--- src/rtl/mem_arbiter_pkg.sv ---
// Shared types and constants for the two-cache block-memory arbiter.
// Optional round-robin arbitration is enabled by defining MEM_ARB_ROUND_ROBIN_EN.
package mem_arbiter_pkg;

    localparam int unsigned MEM_ADDR_W  = 28;
    localparam int unsigned MEM_BLOCK_W = 128;

    typedef enum logic [1:0] {
        IDLE    = 2'd0,
        SERVE_I = 2'd1,
        SERVE_D = 2'd2,
        RELEASE = 2'd3
    } arb_state_e;

    typedef enum logic {
        GRANT_I = 1'b0,
        GRANT_D = 1'b1
    } grant_e;

    // Serve state that corresponds to a given grant.
    function automatic arb_state_e serve_state(input grant_e g);
        return (g == GRANT_D) ? SERVE_D : SERVE_I;
    endfunction

endpackage

--- src/rtl/mem_arbiter_grant_select.sv ---
// Combinational grant pick between the icache and dcache requests.
// With MEM_ARB_ROUND_ROBIN_EN defined, contested requests go to the port not served last.
module mem_arbiter_grant_select
    import mem_arbiter_pkg::*;
(
    input  logic   i_req_i,
    input  logic   d_req_i,
`ifdef MEM_ARB_ROUND_ROBIN_EN
    input  grant_e last_grant_i,
`endif
    output logic   req_any_o,
    output grant_e grant_o
);

    always_comb begin
        req_any_o = i_req_i | d_req_i;
        grant_o   = d_req_i ? GRANT_D : GRANT_I;
`ifdef MEM_ARB_ROUND_ROBIN_EN
        if (i_req_i && d_req_i) begin
            grant_o = (last_grant_i == GRANT_I) ? GRANT_D : GRANT_I;
        end
`endif
    end

endmodule

--- src/rtl/mem_arbiter.sv ---
// Shares one block memory between icache and dcache using the read/write/busywait protocol.
// Define MEM_ARB_ROUND_ROBIN_EN for round-robin arbitration; default is dcache-over-icache priority.
module mem_arbiter
    import mem_arbiter_pkg::*;
#(
    parameter int unsigned ADDR_W  = MEM_ADDR_W,
    parameter int unsigned BLOCK_W = MEM_BLOCK_W
) (
    input  logic               CLK,
    input  logic               RESET,
    input  logic               i_read,
    input  logic [ADDR_W-1:0]  i_address,
    output logic [BLOCK_W-1:0] i_readdata,
    output logic               i_busywait,
    input  logic               d_read,
    input  logic               d_write,
    input  logic [ADDR_W-1:0]  d_address,
    input  logic [BLOCK_W-1:0] d_writedata,
    output logic [BLOCK_W-1:0] d_readdata,
    output logic               d_busywait,
    output logic               mem_read,
    output logic               mem_write,
    output logic [ADDR_W-1:0]  mem_address,
    output logic [BLOCK_W-1:0] mem_writedata,
    input  logic [BLOCK_W-1:0] mem_readdata,
    input  logic               mem_busywait
);

    arb_state_e state_q;
    logic       i_req;
    logic       d_req;
    logic       req_any;
    grant_e     grant;
`ifdef MEM_ARB_ROUND_ROBIN_EN
    grant_e     last_grant_q;
`endif

    assign i_req = i_read;
    assign d_req = d_read | d_write;

    mem_arbiter_grant_select u_grant_select (
        .i_req_i      (i_req),
        .d_req_i      (d_req),
`ifdef MEM_ARB_ROUND_ROBIN_EN
        .last_grant_i (last_grant_q),
`endif
        .req_any_o    (req_any),
        .grant_o      (grant)
    );

    // Arbitration FSM; the state encodes the registered grant.
    always_ff @(posedge CLK) begin
        if (RESET) begin
            state_q      <= IDLE;
`ifdef MEM_ARB_ROUND_ROBIN_EN
            last_grant_q <= GRANT_I;
`endif
        end else begin
            case (state_q)
                IDLE: begin
                    if (req_any) begin
                        state_q      <= serve_state(grant);
`ifdef MEM_ARB_ROUND_ROBIN_EN
                        last_grant_q <= grant;
`endif
                    end
                end
                SERVE_I, SERVE_D: begin
                    if (!mem_busywait) begin
                        state_q <= RELEASE;
                    end
                end
                RELEASE: state_q <= IDLE;
            endcase
        end
    end

    // Forward the granted port to memory; RELEASE keeps memory quiet while the cache drops its request.
    always_comb begin
        mem_read      = 1'b0;
        mem_write     = 1'b0;
        mem_address   = '0;
        mem_writedata = '0;
        i_busywait    = i_req;
        d_busywait    = d_req;
        case (state_q)
            SERVE_I: begin
                mem_read    = i_read;
                mem_address = i_address;
                i_busywait  = mem_busywait;
            end
            SERVE_D: begin
                mem_read      = d_read;
                mem_write     = d_write;
                mem_address   = d_address;
                mem_writedata = d_writedata;
                d_busywait    = mem_busywait;
            end
            default: ;
        endcase
    end

    assign i_readdata = mem_readdata;
    assign d_readdata = mem_readdata;

    // A granted requester must hold its request until the memory completes.
    always_ff @(posedge CLK) begin
        if (!RESET) begin
            assert (!(state_q == SERVE_I && !i_req));
            assert (!(state_q == SERVE_D && !d_req));
        end
    end

endmodule

--- config.mk ---
export PLATFORM = sky130hd
export DESIGN_NAME = mem_arbiter
export DESIGN_NICKNAME = d
export VERILOG_FILES = /design/src/rtl/mem_arbiter_pkg.sv /design/src/rtl/mem_arbiter_grant_select.sv /design/src/rtl/mem_arbiter.sv
export SDC_FILE = /design/constraint.sdc
export NUM_CORES = 1
export LEC_CHECK = 0
export ABC_AREA = 1
export CAP_MARGIN = 20
export CORE_AREA = 4 4 285 287
export DETAILED_ROUTE_END_ITERATION = 16
export DIE_AREA = 0 0 289 291
export GPL_TIMING_DRIVEN = 1
export PLACE_DENSITY = 0.3
export SKIP_LAST_GASP = 1
export SLEW_MARGIN = 0
export SYNTH_ARGS = -nofsm -noshare
export SYNTH_HDL_FRONTEND = slang
export SYNTH_SLANG_ARGS = --single-unit
--- constraint.sdc ---
create_clock -name CLK -period 1.6 [get_ports CLK]
set_input_delay 0.32 -clock CLK [delete_from_list [all_inputs] [get_ports CLK]]
set_output_delay 0.32 -clock CLK [all_outputs]
set_load 0.01 [all_outputs]
==> impl_metrics.env <==
export IMPL_antenna_found_initial=16
export IMPL_cts_tree="yes"
export IMPL_overflow=0
export IMPL_clock_skew_ps=2.388
export IMPL_cts_buffers=3
export IMPL_cp_max_fo=8
export IMPL_final_cells=1859
export IMPL_relSlewSlack_pct=84.71
export IMPL_avgRoutedWirePerCell_um=14.60
export IMPL_largest_register_ffs=2
export IMPL_ios=734
export IMPL_synth_area_leaders="buf_4 56%, nand2_1 21%, inv_1 14%"
export IMPL_hold_path_class="reg -> reg"
export IMPL_hold_viol=0
export IMPL_critPathArrivalTime_ps=1610
export IMPL_drc=0
export IMPL_vias=4386
export IMPL_yosys_warnings=0
export IMPL_finalSetupViolations=150
export IMPL_fin_nets=1129
export IMPL_largest_registers="state_q x2"
export IMPL_dp_cells=1794
export IMPL_max_freq_mhz=517.1
export IMPL_synth_top_area_share_pct=55.88
export IMPL_clock_latency_ps=220
export IMPL_final_common_cell="clkdlybuf4s50_1"
export IMPL_io_buffer_count=349
export IMPL_wirelength_um=27140
export IMPL_syn_to_final_growth_pct=113.8
export IMPL_clockPowerShare_pct=3.4
export IMPL_synth_area_um2=3587
export IMPL_drive_gt1_share_pct=49.94
export IMPL_routabilityCongestion=0.7816
export IMPL_violations="setup timing"
export IMPL_largest_register="state_q"
export IMPL_rows=103
export IMPL_seqPwrFrac_pct=1.1
export IMPL_power_density_nw_per_um2=1406
export IMPL_die_width_um=289
export IMPL_die_area_um2=84100
export IMPL_ctsHoldBuffers=0
export IMPL_grt_pass1_wl_um=32390
export IMPL_power_frac_comb_pct=95.5
export IMPL_cap_violations=0
export IMPL_switching_share_pct=47.83
export IMPL_postLayoutCoreUtil_pct=9.756
export IMPL_htree_levels=1
export IMPL_synth_cells=655
export IMPL_worstMarginPinSlew_ps=228.7
export IMPL_placed_area_um2=6545
export IMPL_avgSynthCellArea_um2=5.477
export IMPL_core_um2=78610
export IMPL_holdWs_ps=599.0
export IMPL_critical_path_class="reg -> out"
export IMPL_crit_required_ps=1280
export IMPL_status="complete, but fails checks"
export IMPL_synth_nets=977
export IMPL_power_internal_mw=5.627
export IMPL_clockBufferDepth=2
export IMPL_synth_seq_cells=2
export IMPL_dp_hpwl_um=20910
export IMPL_synthDistinctLibCells=10
export IMPL_design_area_um2=7670
export IMPL_ant_nets=0
export IMPL_root_buffer="clkbuf_16"
export IMPL_die_h_um=291
export IMPL_clock_sinks=2
export IMPL_seq_area_frac_synth_pct=1.116
export IMPL_yosysTopAreaCell="buf_4"
export IMPL_period_share_pct=120.9
export IMPL_drtIter0Drc=89
export IMPL_via_per_inst=2.359
export IMPL_dr_pass1_iters=4
export IMPL_grt_start_max_net_pins=42
export IMPL_slew_violations=0
export IMPL_clkSlewWorstSetupHoldPaths_ps=30
export IMPL_grt_pass1_vias=4771
export IMPL_p_leak_nw=4.012
export IMPL_start_kind="register"
export IMPL_layout_setup_ws_ps=-334.0
export IMPL_fin_crit_ps=1934
export IMPL_ir_drop_mv=0.6359
export IMPL_endpoint_kind="output port"
export IMPL_rsz0062_at_grt="true"
export IMPL_switchingPower_mw=5.160
export IMPL_groute_usage_overall_pct=5.330
export IMPL_final_cell_mix="188 x clkdlybuf4s50_1, 109 x nand2_1, 85 x inv_1"
export IMPL_initial_core_util_pct=4.563
synth_stat cells (all sizes together):
| library cell | number |
|---|---|
| a21oi | 29 |
| ha | 4 |
| nand3 | 1 |
| buf | 279 |
| nor2 | 5 |
| o21ai | 5 |
| inv | 134 |
| nand2 | 196 |
| dfxtp | 2 |
power groups by stage:
| stage | Clock, mW | Sequential (mW) | Combinational (mW) |
|---|---|---|---|
| 2_1_floorplan | 0 | 0.0907 | 3.43 |
| 3_3_place_gp | 0 | 0.0890 | 6.97 |
| 3_5_place_dp | 0 | 0.0896 | 6.89 |
| 4_1_cts | 0.378 | 0.0991 | 8.14 |
| 5_1_grt | 0.383 | 0.127 | 11.1 |
| 6_report | 0.369 | 0.121 | 10.3 |
area by class of cell:
class / count / area, µm²
Inverter: 134 / 518.0
Clock buffer: 3 / 75.07
Antenna cell: 4 / 10.01
Fill cell: 9240 / 70940
Sequential cell: 2 / 45.04
Multi-Input combinational cell: 240 / 1560
Tap cell: 1050 / 1314
Timing Repair Buffer: 426 / 4148
kinds of logic after synthesis:
group                    Yosys count  share of synthesized area [%]
AND/OR/NAND/NOR                  202                          21.17
AO/OA/AOI/OAI                     34                          4.744
flip-flops                         2                          1.116
adder cells (fa/ha/maj)            4                          1.395
buffers and inverters            413                          71.57
stage by stage:
step | worst slack [ps] | total power [mW] | TNS, ps
6_report | -334.0 | 10.79 | -30160
5_1_grt | -388.5 | 11.62 | -40010
4_1_cts | -505.1 | 8.617 | -55290
3_5_place_dp | -522.5 | 6.977 | -65810
3_3_place_gp | -514.4 | 7.055 | -62400
2_1_floorplan | 29.81 | 3.522 | 0
path summary, 6_finish.rpt:
kind | start | to | slack [ps] | depth (start not counted)
hold / removal | state_q[0] | state_q[0] | 600 | 4
hold reg to reg | state_q[0] | state_q[0] | 600 | 4
setup reg to reg | state_q[0] | state_q[0] | 260 | 7
setup / recovery | state_q[1] | mem_writedata[53] | -330 | 9
what timing repair did:
action	4_1_cts	5_1_grt
pin swaps	1	25
setup endpoints to repair	160	162
gates cloned	8	11
gates resized for setup	317	469
setup buffers	12	29
layer usage:
layer / vias up / track usage, % / part of all wire, %
li1: 1903 / - / -
met3: 77 / 5.583 / 23
met5: - / 0.4070 / 0.56
met4: 22 / 1.739 / 3.3
met2: 535 / 8.967 / 46
met1: 1849 / 4.032 / 27
critical path: stages (launching register included):
cell and delay, ps:
dfxtp_2 310, buf_6 120, ha_4 180, buf_12 150
buf_12 150, buf_12 140, buf_6 110, nand2_2 40
inv_1 40, buf_2 130
Note: power is estimated with default switching activity, not from simulation.
